**config.mk**
```make
export PLATFORM = sky130hd
export DESIGN_NAME = rps_4
export DESIGN_NICKNAME = d
export VERILOG_FILES = /design/src/rtl/rps4_pkg.sv /design/src/rtl/rps_2.sv /design/src/rtl/rps_4.sv
export SDC_FILE = /design/constraint.sdc
export NUM_CORES = 1
export LEC_CHECK = 0
export CORE_AREA = 3 3 40 42
export CTS_BUF_LIST = sky130_fd_sc_hd__clkbuf_16
export CTS_CLUSTER_SIZE = 28
export DETAILED_ROUTE_END_ITERATION = 12
export DIE_AREA = 0 0 43 45
export GPL_TIMING_DRIVEN = 0
export MAX_ROUTING_LAYER = met4
export PLACE_DENSITY_LB_ADDON = 0.1
export SYNTH_ARGS = -nofsm -noshare
export SYNTH_HDL_FRONTEND = slang
export SYNTH_SLANG_ARGS = --single-unit
```
**constraint.sdc**
```tcl
create_clock -name clock -period 1.4 [get_ports clock]
set_clock_uncertainty 0.2 [all_clocks]
set_input_delay 0.28 -clock clock [delete_from_list [all_inputs] [get_ports clock]]
set_output_delay 0.28 -clock clock [all_outputs]
set_load 0.01 [all_outputs]
```
**src/rtl/rps4_pkg.sv**
```systemverilog
// rps4_pkg: shared definitions for the four-requester rotating-priority
// selector (rps_4) and its 2-input priority leaf (rps_2).
//   NUM_REQ : number of requesters (fixed at 4)
//   CNT_W   : width of the free-running priority counter
//   req_t   : request / grant vector type
//   cnt_t   : priority counter type
package rps4_pkg;

  localparam int NUM_REQ = 4;
  localparam int CNT_W   = 2;

  typedef logic [NUM_REQ-1:0] req_t;
  typedef logic [CNT_W-1:0]   cnt_t;

endpackage

```
**src/rtl/rps_2.sv**
```systemverilog
// rps_2: 2-input combinational priority selector, the building block of the
// rps_4 priority tree.
// Ports:
//   req    in  [1:0] request pair
//   en     in        grant enable; 0 forces gnt to 00
//   sel    in        1 prefers bit 1, 0 prefers bit 0
//   gnt    out [1:0] one-hot-or-zero grant
//   req_up out       OR of req, tells the parent this pair has work
module rps_2 (
  input  logic [1:0] req,
  input  logic       en,
  input  logic       sel,
  output logic [1:0] gnt,
  output logic       req_up
);

  always_comb begin
    gnt = 2'b00;
    if (en) begin
      if (sel) begin
        gnt[1] = req[1];
        gnt[0] = req[0] & ~req[1];
      end else begin
        gnt[0] = req[0];
        gnt[1] = req[1] & ~req[0];
      end
    end
  end

  // req_up is independent of en so the parent can decide before enabling.
  assign req_up = req[1] | req[0];

endmodule

```
**src/rtl/rps_4.sv**
```systemverilog
// rps_4: four-requester rotating-priority selector with a built-in
// free-running 2-bit priority counter. Each cycle at most one request is
// granted; priority rotates with the counter.
// Ports:
//   clock in        sole clock, rising edge
//   reset in        synchronous active-high, clears the counter
//   req   in  [3:0] request vector, bit i = requester i
//   en    in        grant enable; 0 forces gnt to zero
//   gnt   out [3:0] one-hot-or-zero grant, combinational
//   count out [1:0] current priority counter (exposed state)
// Handshake: level based, no storage. A requester holds req[i] high while it
// wants the resource; it owns the resource in any cycle where gnt[i] is high.
// Nothing is queued, so a request not granted this cycle must stay asserted.
// Optional macro RPS4_ASSERT_EN: compiles in simulation assertions.
module rps_4
  import rps4_pkg::*;
(
  input  logic clock,
  input  logic reset,
  input  req_t req,
  input  logic en,
  output req_t gnt,
  output cnt_t count
);

  logic [1:0] root_req;
  logic [1:0] root_gnt;
  logic       root_up;

  // Counter runs every edge, independent of en and req.
  always_ff @(posedge clock) begin
    if (reset) count <= '0;
    else       count <= count + cnt_t'(1);
  end

  // Leaves pick the preferred bit inside each pair (count[0] = odd first).
  rps_2 u_leaf_lo (
    .req    (req[1:0]),
    .en     (root_gnt[0]),
    .sel    (count[0]),
    .gnt    (gnt[1:0]),
    .req_up (root_req[0])
  );

  rps_2 u_leaf_hi (
    .req    (req[3:2]),
    .en     (root_gnt[1]),
    .sel    (count[0]),
    .gnt    (gnt[3:2]),
    .req_up (root_req[1])
  );

  // Root picks the pair (count[1] = upper pair first); its one-hot grant
  // enables exactly one leaf, which keeps gnt one-hot.
  rps_2 u_root (
    .req    (root_req),
    .en     (en),
    .sel    (count[1]),
    .gnt    (root_gnt),
    .req_up (root_up)
  );

`ifdef RPS4_ASSERT_EN
  cnt_t last_count;
  logic last_ok;
  logic seen_reset;

  always_ff @(posedge clock) begin
    seen_reset <= seen_reset | reset;
    last_ok    <= ~reset & (seen_reset | reset);
    last_count <= count;
    if (!reset) begin
      assert ($onehot0(gnt)) else $error("gnt not one-hot-or-zero: %b", gnt);
      assert ((gnt & ~req) == '0) else $error("gnt %b outside req %b", gnt, req);
      assert (en || gnt == '0) else $error("gnt %b while en=0", gnt);
      assert (!(en && root_up) || gnt != '0) else $error("no grant for req %b", req);
      if (last_ok)
        assert (count == last_count + cnt_t'(1))
          else $error("count %0d did not follow %0d", count, last_count);
    end
  end
`else
  logic unused_root_up;
  assign unused_root_up = root_up;
`endif

endmodule

```
After elaboration in Yosys (flattened, before gate mapping)
Index checks and enable logic that the tools add are counted.

Word-level logic and storage cells: 22. Output and inout port bits: 6. Register bits: 2. Bits of input ports: 7.

Multiplexer cells: 6. Bitwise logic cells: 14. $add $sub $neg: 1.

Operator list (number): $mux W2 (6); $and A1 B1 Y1 (6); $not A1 Y1 (6); $add A2 B1 Y2 const B (1); $or A1 B1 Y1 (2).

Depth between registers and ports, before layout
Depth in word-level cells: 6. Depth in mapped cells: 2. Depth with buffers taken out: 2.

Modules after synthesis
Synthesis repeated with hierarchy kept, for this count alone.

Cell total of the unflattened synthesis: 23. Area, all modules: 138.9 um2.

Modules (own cells, without submodules): rps_2 (cells each 6, instances 3, area an instance 27.5 um2); rps_4 (cells each 5, instances 1, area an instance 56.3 um2).

Worst setup path before layout
OpenSTA, ideal clock, no wires.

Path kind: flip-flop to output port. Start point: register count[0]. End point: output port gnt[3]. Arrival time: 0.742 ns. Stages on the path, launching flop included: 3. Buffers on the path: 0. Required time: 0.920 ns. Slack: 0.178 ns. Cell sequence: dfxtp_1 > nand2b_1 > o2111a_1.

Word-level cells in the longest chain between the ends: 2.

Ends and longest elaborated chain: from (decl) (RTL line rps_4.sv:23) `output cnt_t count`; from (signal assigned) (RTL line rps_4.sv:33) `else count <= count + cnt_t'(1);`; $mux W2 (RTL line rps_2.sv:20) `if (sel) begin`; $mux W2 (RTL line rps_2.sv:19) `if (en) begin`; to (decl) (RTL line rps_4.sv:22) `output req_t gnt,`.

No other way between the ends.

Final worst setup path
Ends and elaborated chain as after synthesis.

==> run metrics <==
max-cap violations 0; Min-Delay Path Class register to register; max reg flops 2; Critical Path Fanout Max 6; Avg WL per Cell 9.646 um; Die H 45 um; pwr dens 1695 nW/um2; Seq cells post-synth 2; initial DRC count 2; total power 0.0005598 W; placed cell area 279.0 um2; Core Rows 13; Critical Path Sink Type output pin; cell count after placement 44; Clock Tree Buf Depth 2; Crit Path Class register to output pin; most frequent cells in the layout buf_2 (6), o2111a_1 (3), buf_4 (3), clkbuf_16 (3), clkbuf_2 (3); largest net degree at the start of global routing 7; Final Hold Vio Count 0; n_diodes 0; share of cells above drive strength 1 60.61%; Regs by FF count count x2; final antenna-violating net count 0; WP data arrival 0.98 ns; Initial Util 10.91%; failing checks setup timing; mapped cell area 140.1 um2; io pins 13; Max Slew Vio Count 0; Area Overhead vs Synth 135.7%; initial antenna violation count 0; clk sinks 2; LEAKAGE 0.1628 nW; Port Buf Inserts 12; flop2flop setup slack 0.42 ns; CTS root buf clkbuf_16; final-stage net count 42; die width 43 um; clock latency at the later pin of the worst-skew pair 0.22 ns; Final Non-Filler Cells 48; leading cell type in the layout, fill and taps excluded buf_2; relative slew slack 90.67%; fin worst setup slack -0.05759 ns; Avg Inst Size Synth 8.243 um2; DR vias 184; routed wire length 463 um; post-layout min period 1.458 ns; drt via density 3.833; maximum vdd ir drop 0.8672 mV; Mapped Nets 24; CTS tree yes; Yosys cell types 10; post-route cell area 330.3 um2; RePlAce Congestion 0.6949; GRT Overall Usage 5.822%; Largest Register count; Worst-path clk slew 0.03 ns; vias in the first global route 191; cts bufs inserted 3; Post-CTS Hold Buffers 0; Final Setup Violations 4; Syn Inst Count 17; Seq/Total Area, Yosys 28.57%; Least-Margin Pin Slew 0.1389 ns; unrepaired setup endpoints after global routing true; DRC 0; ratio of final minimum period to clock period 104.1%; H-tree depth 1; pre-CTS setup slack -0.7422 ns; gr ovfl total 0; global-route wire length before repair 772 um; total core area 1285 um2; die area 1935 um2; status complete, but fails checks; Required @ worst endpoint 0.92 ns; CP Launch Type register; Detailed Routing Iterations Pass 1 2; FMAX 686.1 MHz; yosys warns 0; final core area utilization 25.71%
## through the flow
stage	hold slack (ns)	TNS [ns]
after floorplan	0.1467	0
after global placement	0.3067	-3.136
after detailed placement	0.3244	-3.171
after CTS	0.3502	-0.1779
after global routing	0.3712	-0.3119
final	0.3478	-0.1298
## layer usage
metal	vias up	GRT usage, %	part of all wire, %
li1	93	-	-
met1	83	5.516	38
met2	8	7.784	49
met3	0	3.984	12
met4	0	5.422	0
met5	-	-	0
## cells in the mapped netlist
| library cell | count | area share (%) |
|---|---|---|
| xnor2_1 | 1 | 6.3 |
| buf_4 | 2 | 11 |
| nor2_1 | 3 | 8.0 |
| inv_1 | 1 | 2.7 |
| dfxtp_1 | 2 | 29 |
| and4_1 | 1 | 6.3 |
| nand2b_1 | 1 | 4.5 |
| o2111a_1 | 3 | 24 |
| nand2_1 | 2 | 5.4 |
| o21ai_1 | 1 | 3.6 |
## repair_timing
item | in CTS | in global routing
resized for setup | 39 | 4
setup buffers | 1 | 0
endpoints found under the hold margin | 0 | 0
pin swaps | 5 | 1
setup endpoints to repair | 6 | 6
## kinds of logic (layout without fill, tap and decap cells)
kind of cell	after synthesis	count (layout)	share of synthesized area, %
AND/OR/NAND/NOR	7	7	24.11
AO/OA/AOI/OAI	4	4	27.67
buffers and inverters	3	19	13.39
flip-flops	2	2	28.57
XOR/XNOR	1	1	6.251
## report_power, final
group	internal (W)	switching [W]	total, W
Sequential	0.0000631	0.00000839	0.0000715
Clock	0.000363	0.0000618	0.000425
Combinational	0.0000367	0.0000268	0.0000635
Total	0.000463	0.0000970	0.000560
## layout make-up
class / instances / area (um2)
buffer: 2 / 15.01
clock buffer: 3 / 75.07
fill: 142 / 954.7
inverter: 1 / 3.754
multi-input combinational: 12 / 87.58
sequential: 2 / 47.55
tap: 15 / 18.77
timing repair buffer: 13 / 82.58
## path summary, 6_finish.rpt
| check | start | cells after the start | to |
|---|---|---|---|
| max | count[0]$_SDFF_PP0_ | 3 | gnt[3] |
| min | count[0]$_SDFF_PP0_ | 2 | count[0]$_SDFF_PP0_ |
| max reg2reg | count[0]$_SDFF_PP0_ | 3 | count[1]$_SDFF_PP0_ |
| min reg2reg | count[0]$_SDFF_PP0_ | 2 | count[0]$_SDFF_PP0_ |
## worst max-delay path, stage by stage (launching register included)
cell      delay (ns)
dfxtp_4         0.36
nand2b_1        0.10
o2111a_1        0.18
buf_2           0.13
(Power assumes the default switching activity.)
